`config.mk`:
```
export PLATFORM = sky130hd
export DESIGN_NAME = segasys1_vtiming
export DESIGN_NICKNAME = d
export VERILOG_FILES = /design/src/rtl/segasys1_vtiming.sv
export SDC_FILE = /design/constraint.sdc
export NUM_CORES = 1
export LEC_CHECK = 0
export CORE_MARGIN = 4
export CORE_UTILIZATION = 50
export DETAILED_ROUTE_END_ITERATION = 8
export PLACE_DENSITY = 0.84
export SKIP_CTS_REPAIR_TIMING = 1
export SYNTH_ARGS = -nofsm -noshare
export SYNTH_HDL_FRONTEND = slang
export SYNTH_SLANG_ARGS = --single-unit
```
`constraint.sdc`:
```
create_clock -name clk40M -period 3.7 [get_ports clk40M]
set_input_delay 0.74 -clock clk40M [delete_from_list [all_inputs] [get_ports clk40M]]
set_output_delay 0.74 -clock clk40M [all_outputs]
set_load 0.02 [all_outputs]
```
`src/rtl/segasys1_vtiming.sv`:
```
// Raster timing generator and pixel output stage for the SEGA System 1/2 core:
// PH/PV counters feed the core, and blanking/sync are delayed to line up with its pixel.
module segasys1_vtiming #(
  parameter int H_TOTAL  = 320,
  parameter int H_VIS    = 256,
  parameter int HS_START = 280,
  parameter int HS_WIDTH = 24,
  parameter int V_TOTAL  = 262,
  parameter int V_VIS    = 224,
  parameter int VS_START = 240,
  parameter int VS_WIDTH = 3,
  parameter int PIX_LAT  = 2
) (
  input  logic        clk40M,
  input  logic        reset,
  input  logic        PCLK_EN,
  input  logic [11:0] POUT,
  output logic [8:0]  PH,
  output logic [8:0]  PV,
  output logic        CE_PIX,
  output logic [3:0]  R,
  output logic [3:0]  G,
  output logic [3:0]  B,
  output logic        HBLANK,
  output logic        VBLANK,
  output logic        HSYNC,
  output logic        VSYNC,
  output logic        FRAME
);

  localparam int W = 4 * PIX_LAT;

  localparam logic [9:0] PH_LAST  = 10'(H_TOTAL - 1);
  localparam logic [9:0] PV_LAST  = 10'(V_TOTAL - 1);
  localparam logic [9:0] HB_START = 10'(H_VIS);
  localparam logic [9:0] VB_START = 10'(V_VIS);
  localparam logic [9:0] HS_FIRST = 10'(HS_START);
  localparam logic [9:0] HS_END   = 10'(HS_START + HS_WIDTH);
  localparam logic [9:0] VS_FIRST = 10'(VS_START);
  localparam logic [9:0] VS_END   = 10'(VS_START + VS_WIDTH);

  logic [9:0]   ph_ext;
  logic [9:0]   pv_ext;
  logic         ph_wrap;
  logic         pv_wrap;
  logic [3:0]   tmg_p0;
  logic [W-1:0] tmg_pn;
  logic [W-1:0] tmg_shift;
  logic [3:0]   tmg_next;

  // Stage 0: raw timing decoded from the count currently presented, packed {vs,hs,vb,hb}
  always_comb begin
    ph_ext  = {1'b0, PH};
    pv_ext  = {1'b0, PV};
    ph_wrap = (ph_ext == PH_LAST);
    pv_wrap = (pv_ext == PV_LAST);
    tmg_p0  = {(pv_ext >= VS_FIRST) && (pv_ext < VS_END),
               (ph_ext >= HS_FIRST) && (ph_ext < HS_END),
               (pv_ext >= VB_START),
               (ph_ext >= HB_START)};
  end

  if (PIX_LAT == 1) begin : g_lat1
    assign tmg_shift = tmg_p0;
  end else begin : g_latn
    assign tmg_shift = {tmg_pn[W-5:0], tmg_p0};
  end

  // The nibble about to become the output stage also gates the pixel captured on this enable
  assign tmg_next = tmg_shift[W-1 -: 4];

  assign HBLANK = tmg_pn[W-4];
  assign VBLANK = tmg_pn[W-3];
  assign HSYNC  = tmg_pn[W-2];
  assign VSYNC  = tmg_pn[W-1];

  // Stages 1..PIX_LAT: counters, alignment shift register and pixel register all step on PCLK_EN
  always_ff @(posedge clk40M) begin
    if (!reset) begin
      PH      <= '0;
      PV      <= '0;
      tmg_pn  <= {PIX_LAT{4'b0011}};
      {B, G, R} <= '0;
      CE_PIX  <= 1'b0;
      FRAME   <= 1'b0;
    end else begin
      CE_PIX <= PCLK_EN;
      FRAME  <= PCLK_EN && ph_wrap && pv_wrap;
      if (PCLK_EN) begin
        PH     <= ph_wrap ? 9'd0 : PH + 9'd1;
        if (ph_wrap)
          PV   <= pv_wrap ? 9'd0 : PV + 9'd1;
        tmg_pn <= tmg_shift;
        if (tmg_next[0] || tmg_next[1])
          {B, G, R} <= '0;
        else
          {B, G, R} <= POUT;
      end
    end
  end

endmodule

```
# After elaboration in Yosys (flattened, before gate mapping)
# Cells that the tools add are included.
# word_totals
regBits	40
input_bits	15
output_inout_bits	36
elab_cells	29
# classes
addsub	2
n_lt_le_gt_ge	6
eq_ne	2
n_mux	5
reduce_logical	6
# op_table
op	count
$add 9x1->9 const B	2
$eq 9x9->1 const B	2
$ge 9x8->1 const B	2
$ge 9x9->1 const B	2
$mux 9	2
$mux 4	3
$lt 9x8->1 const B	1
$lt 9x9->1 const B	1
$logic_and 1x1->1	4
$reduce_and 2->1	1
$logic_or 1x1->1	1

# Longest topological paths before layout
# depth
depth_word	3
mapped_depth	7
ltp_nobuf	6

# Worst setup path before layout
# No wires, ideal clock.
# synth_timing
path_type	input -> register
from	input port PCLK_EN
to	register PV[7]
setup_ns	0.071
arrival_ns	1.978
required_time_ns	3.629
path_slack_ns	1.651
cell_stages	5
path_buffers	1
cell_sequence	nand3_1 -> or3b_1 -> buf_2 -> or4_1 -> a21oi_1
# synth_between
elab_chain_cells	1
# synth_lines
element	line	source
start: declaration	16	input logic PCLK_EN,
$reduce_and 2->1 (no source line)	n/a	
end signal: assignment	92	PV <= pv_wrap ? 9'd0 : PV + 9'd1;
end: declaration	19	output logic [8:0] PV,
# Every way passes these cells.
# A chain may end at the register's enable or synchronous reset.

# Worst setup path in the final report
# Same ends and word-level chain as after synthesis.

==> results.toml <==
[run_status]
status = "completed"

[placed_design]
port_buffers = 50
dp_hpwl_mm = 2.722
gp_congestion = 0.8735

[floorplanning]
die_h_um = 66.81
fp.dieArea_sq_um = 4463
start_util_pct = 51.82
core_area_sq_um = 3337
rows = 21
die_x_um = 66.81
ios = 51

[global_route]
grt_pass1_vias = 1496
grt_pass1_wl_mm = 6.403
antenna_found_initial = 0
grt_overflow = 0
grtUsageTotal_pct = 18.92
grt_max_degree = 30

[critical_path]
crit_path_cell_trace = "clkdlybuf4s50_1 > nand3_1 > or3b_1 > or4_1 > a21oi_1"
cp_max_fo = 16
start_kind = "input pin"
cp.arrival_ns = 2.74
cpMaxStageDelayCell = "or3b_1"
critPathKind = "in2reg"
critPathCaptureType = "flip-flop"
slowest_delay_ns = 0.62
critPathRequiredTime_ns = 3.98

[clock_tree]
clock_path_buffers = 2
worstSkewPairLatency_ns = 0.34
numClockSinks = 40
cts_buffers = 5
cts-root-buf = "clkbuf_4"
htree_levels = 2
tritoncts = "yes"
path_clk_slew_ns = 0.11

[synthesis]
yosysTopAreaCell = "dfxtp_1"
synth.top_cell.area_share_pct = 46.31
synth_flop_cell = "dfxtp_1"
synth_edf_count = 0
avgSynthCellArea_sq_um = 8.518
ys_warn_count = 0
ys_ff_latch = 40
synth_seq_area_share_pct = 46.31
ys_types = 37
syn-instance-count = 203
ys_async_sr_fraction_pct = 0
netlist_area_sq_um = 1729
yosys-top-cells-area = "dfxtp_1 46%, a21oi_1 6.7%, nor2_1 5.9%"
syn_nets = 223

[cells_and_area]
drive_above_1_share_pct = 5.138
nNetsFinal = 273
fillers = 285
final_cell_mix = "50 x clkdlybuf4s50_1, 40 x dfxtp_1, 27 x nor2_1"
diodes = 0
layout_commonest_cell = "clkdlybuf4s50_1"
syn2layout_area_growth_pct = 35.09
fin_util_pct = 70.00

[pwr]
p_leak_nw = 0.8182
pwr_density_cell_nw_per_um2 = 321.1
p_int_w = 0.0005784
pwr-share-seq_pct = 59.2
p_sw_share_pct = 22.88
p_switching_w = 0.0001716
comb_power_share_pct = 8.6
irDropWorstVdd_uv = 241.4
pwr-share-clk_pct = 32.2

[timing]
worst_clock_skew_ns = 0.005478
rsz0062_at_grt = "no"
setup_tns_ns = 0
timing.final.crit_share_pct = 66.46
whs_ns = 0.4855
max_slew.worst_pin.slew_ns = 0.5380
hold_violations = 0
relSlewSlack_pct = 64.02
final-setup-viol-count = 0
timing.fmax_mhz = 406.7
fin_crit_ns = 2.459
slew_viol_final = 0

[routing]
ant_nets = 0
wire_per_inst_um = 13.05
drt_iter0_drc = 140
drc = 0
first_pass_iters = 4
vias = 1579
viasPerCell = 5.281
wirelength_mm = 3.901

[job]
maxCapViolCount = 0

[min_path]
hold_path.class = "reg2reg"
power by group through the flow:
stage | clock network [W] | logic [W] | registers [W]
final | 0.000242 | 0.0000643 | 0.000444
after global routing | 0.000269 | 0.0000699 | 0.000445
after CTS | 0.000247 | 0.0000648 | 0.000444
after detailed placement | 0 | 0.0000645 | 0.000454
after global placement | 0 | 0.0000637 | 0.000453
after floorplan | 0 | 0.0000241 | 0.000460
flip-flops by register name, summed over array words and instances (netlist names):
name / count
CE_PIX: 1
G: 4
R: 4
PV: 9
FRAME: 1
tmg_pn: 8
B: 4
PH: 9
path summary, 6_finish.rpt:
kind / endpoint / depth (start not counted) / start / slack, ns
worst min-delay path: tmg_pn[5]$_SDFFE_PN1P_ / 2 / tmg_pn[5]$_SDFFE_PN1P_ / 0.49
worst min register to register: tmg_pn[5]$_SDFFE_PN1P_ / 2 / tmg_pn[5]$_SDFFE_PN1P_ / 0.49
worst max register to register: PV[7]$_SDFFE_PN0P_ / 5 / PH[0]$_SDFFE_PN0P_ / 1.47
worst max-delay path: PV[7]$_SDFFE_PN0P_ / 5 / PCLK_EN / 1.24
layer usage:
metal  part of all wire (%)  track usage [%]  wire length [um]
met5                      0                0                 0
met4                    1.8            10.15                70
met3                    4.8            4.553               186
met2                     48            31.56              1891
met1                     45            22.16              1753
cells in the mapped netlist (all sizes together) (2+ instances only):
cell,number
a21oi,23
buf,3
clkbuf,7
dfxtp,40
ha,5
inv,9
mux2i,7
nand2,17
nand2b,3
nand3,5
nand4,2
nor2,27
nor2b,13
nor3,2
nor3b,3
nor4,2
nor4b,2
o21ai,4
o22ai,3
o31ai,2
o32ai,2
or2,2
or3,4
or4,2
xnor2,5
worst max-delay path, delay by kind of cell:
kind,cells,cell delay (ns)
and+or+nand+nor,3,1.34
AOI/OAI and AO/OA,1,0.17
buffers and inverters,1,0.48
per-stage QoR:
step                      worst slack (ns)  instances  instance area (sq um)  total power (W)
final                                1.241        299                   2336        0.0007500
after global routing                 1.202        299                   2336        0.0007842
after CTS                            1.272        299                   2336        0.0007555
after detailed placement            0.9121        292                   2271        0.0005182
after global placement              0.9693        292                   2271        0.0005171
after floorplan                      1.651        203                   1729        0.0004836
area by class of cell:
cell class | count | area, sq um | share of cell area [%]
clock buffers | 7 | 65.06 | 2.785
repair buffers | 53 | 523.0 | 22.39
flip-flops and latches | 40 | 800.8 | 34.28
inverters | 9 | 33.78 | 1.446
multi-input cells | 144 | 855.8 | 36.64
well taps | 46 | 57.56 | 2.464
cells by family after synthesis:
group                    count (synthesis)  share of synthesized area [%]
adder cells (fa/ha/maj)                  5                          3.618
AND/OR/NAND/NOR                         90                          27.13
multiplexers                             7                          4.052
AO/OA/AOI/OAI                           36                          11.65
flip-flops                              40                          46.31
buffers and inverters                   19                          4.197
XOR/XNOR                                 6                          3.039
Note: power is estimated with default switching activity, not from simulation.
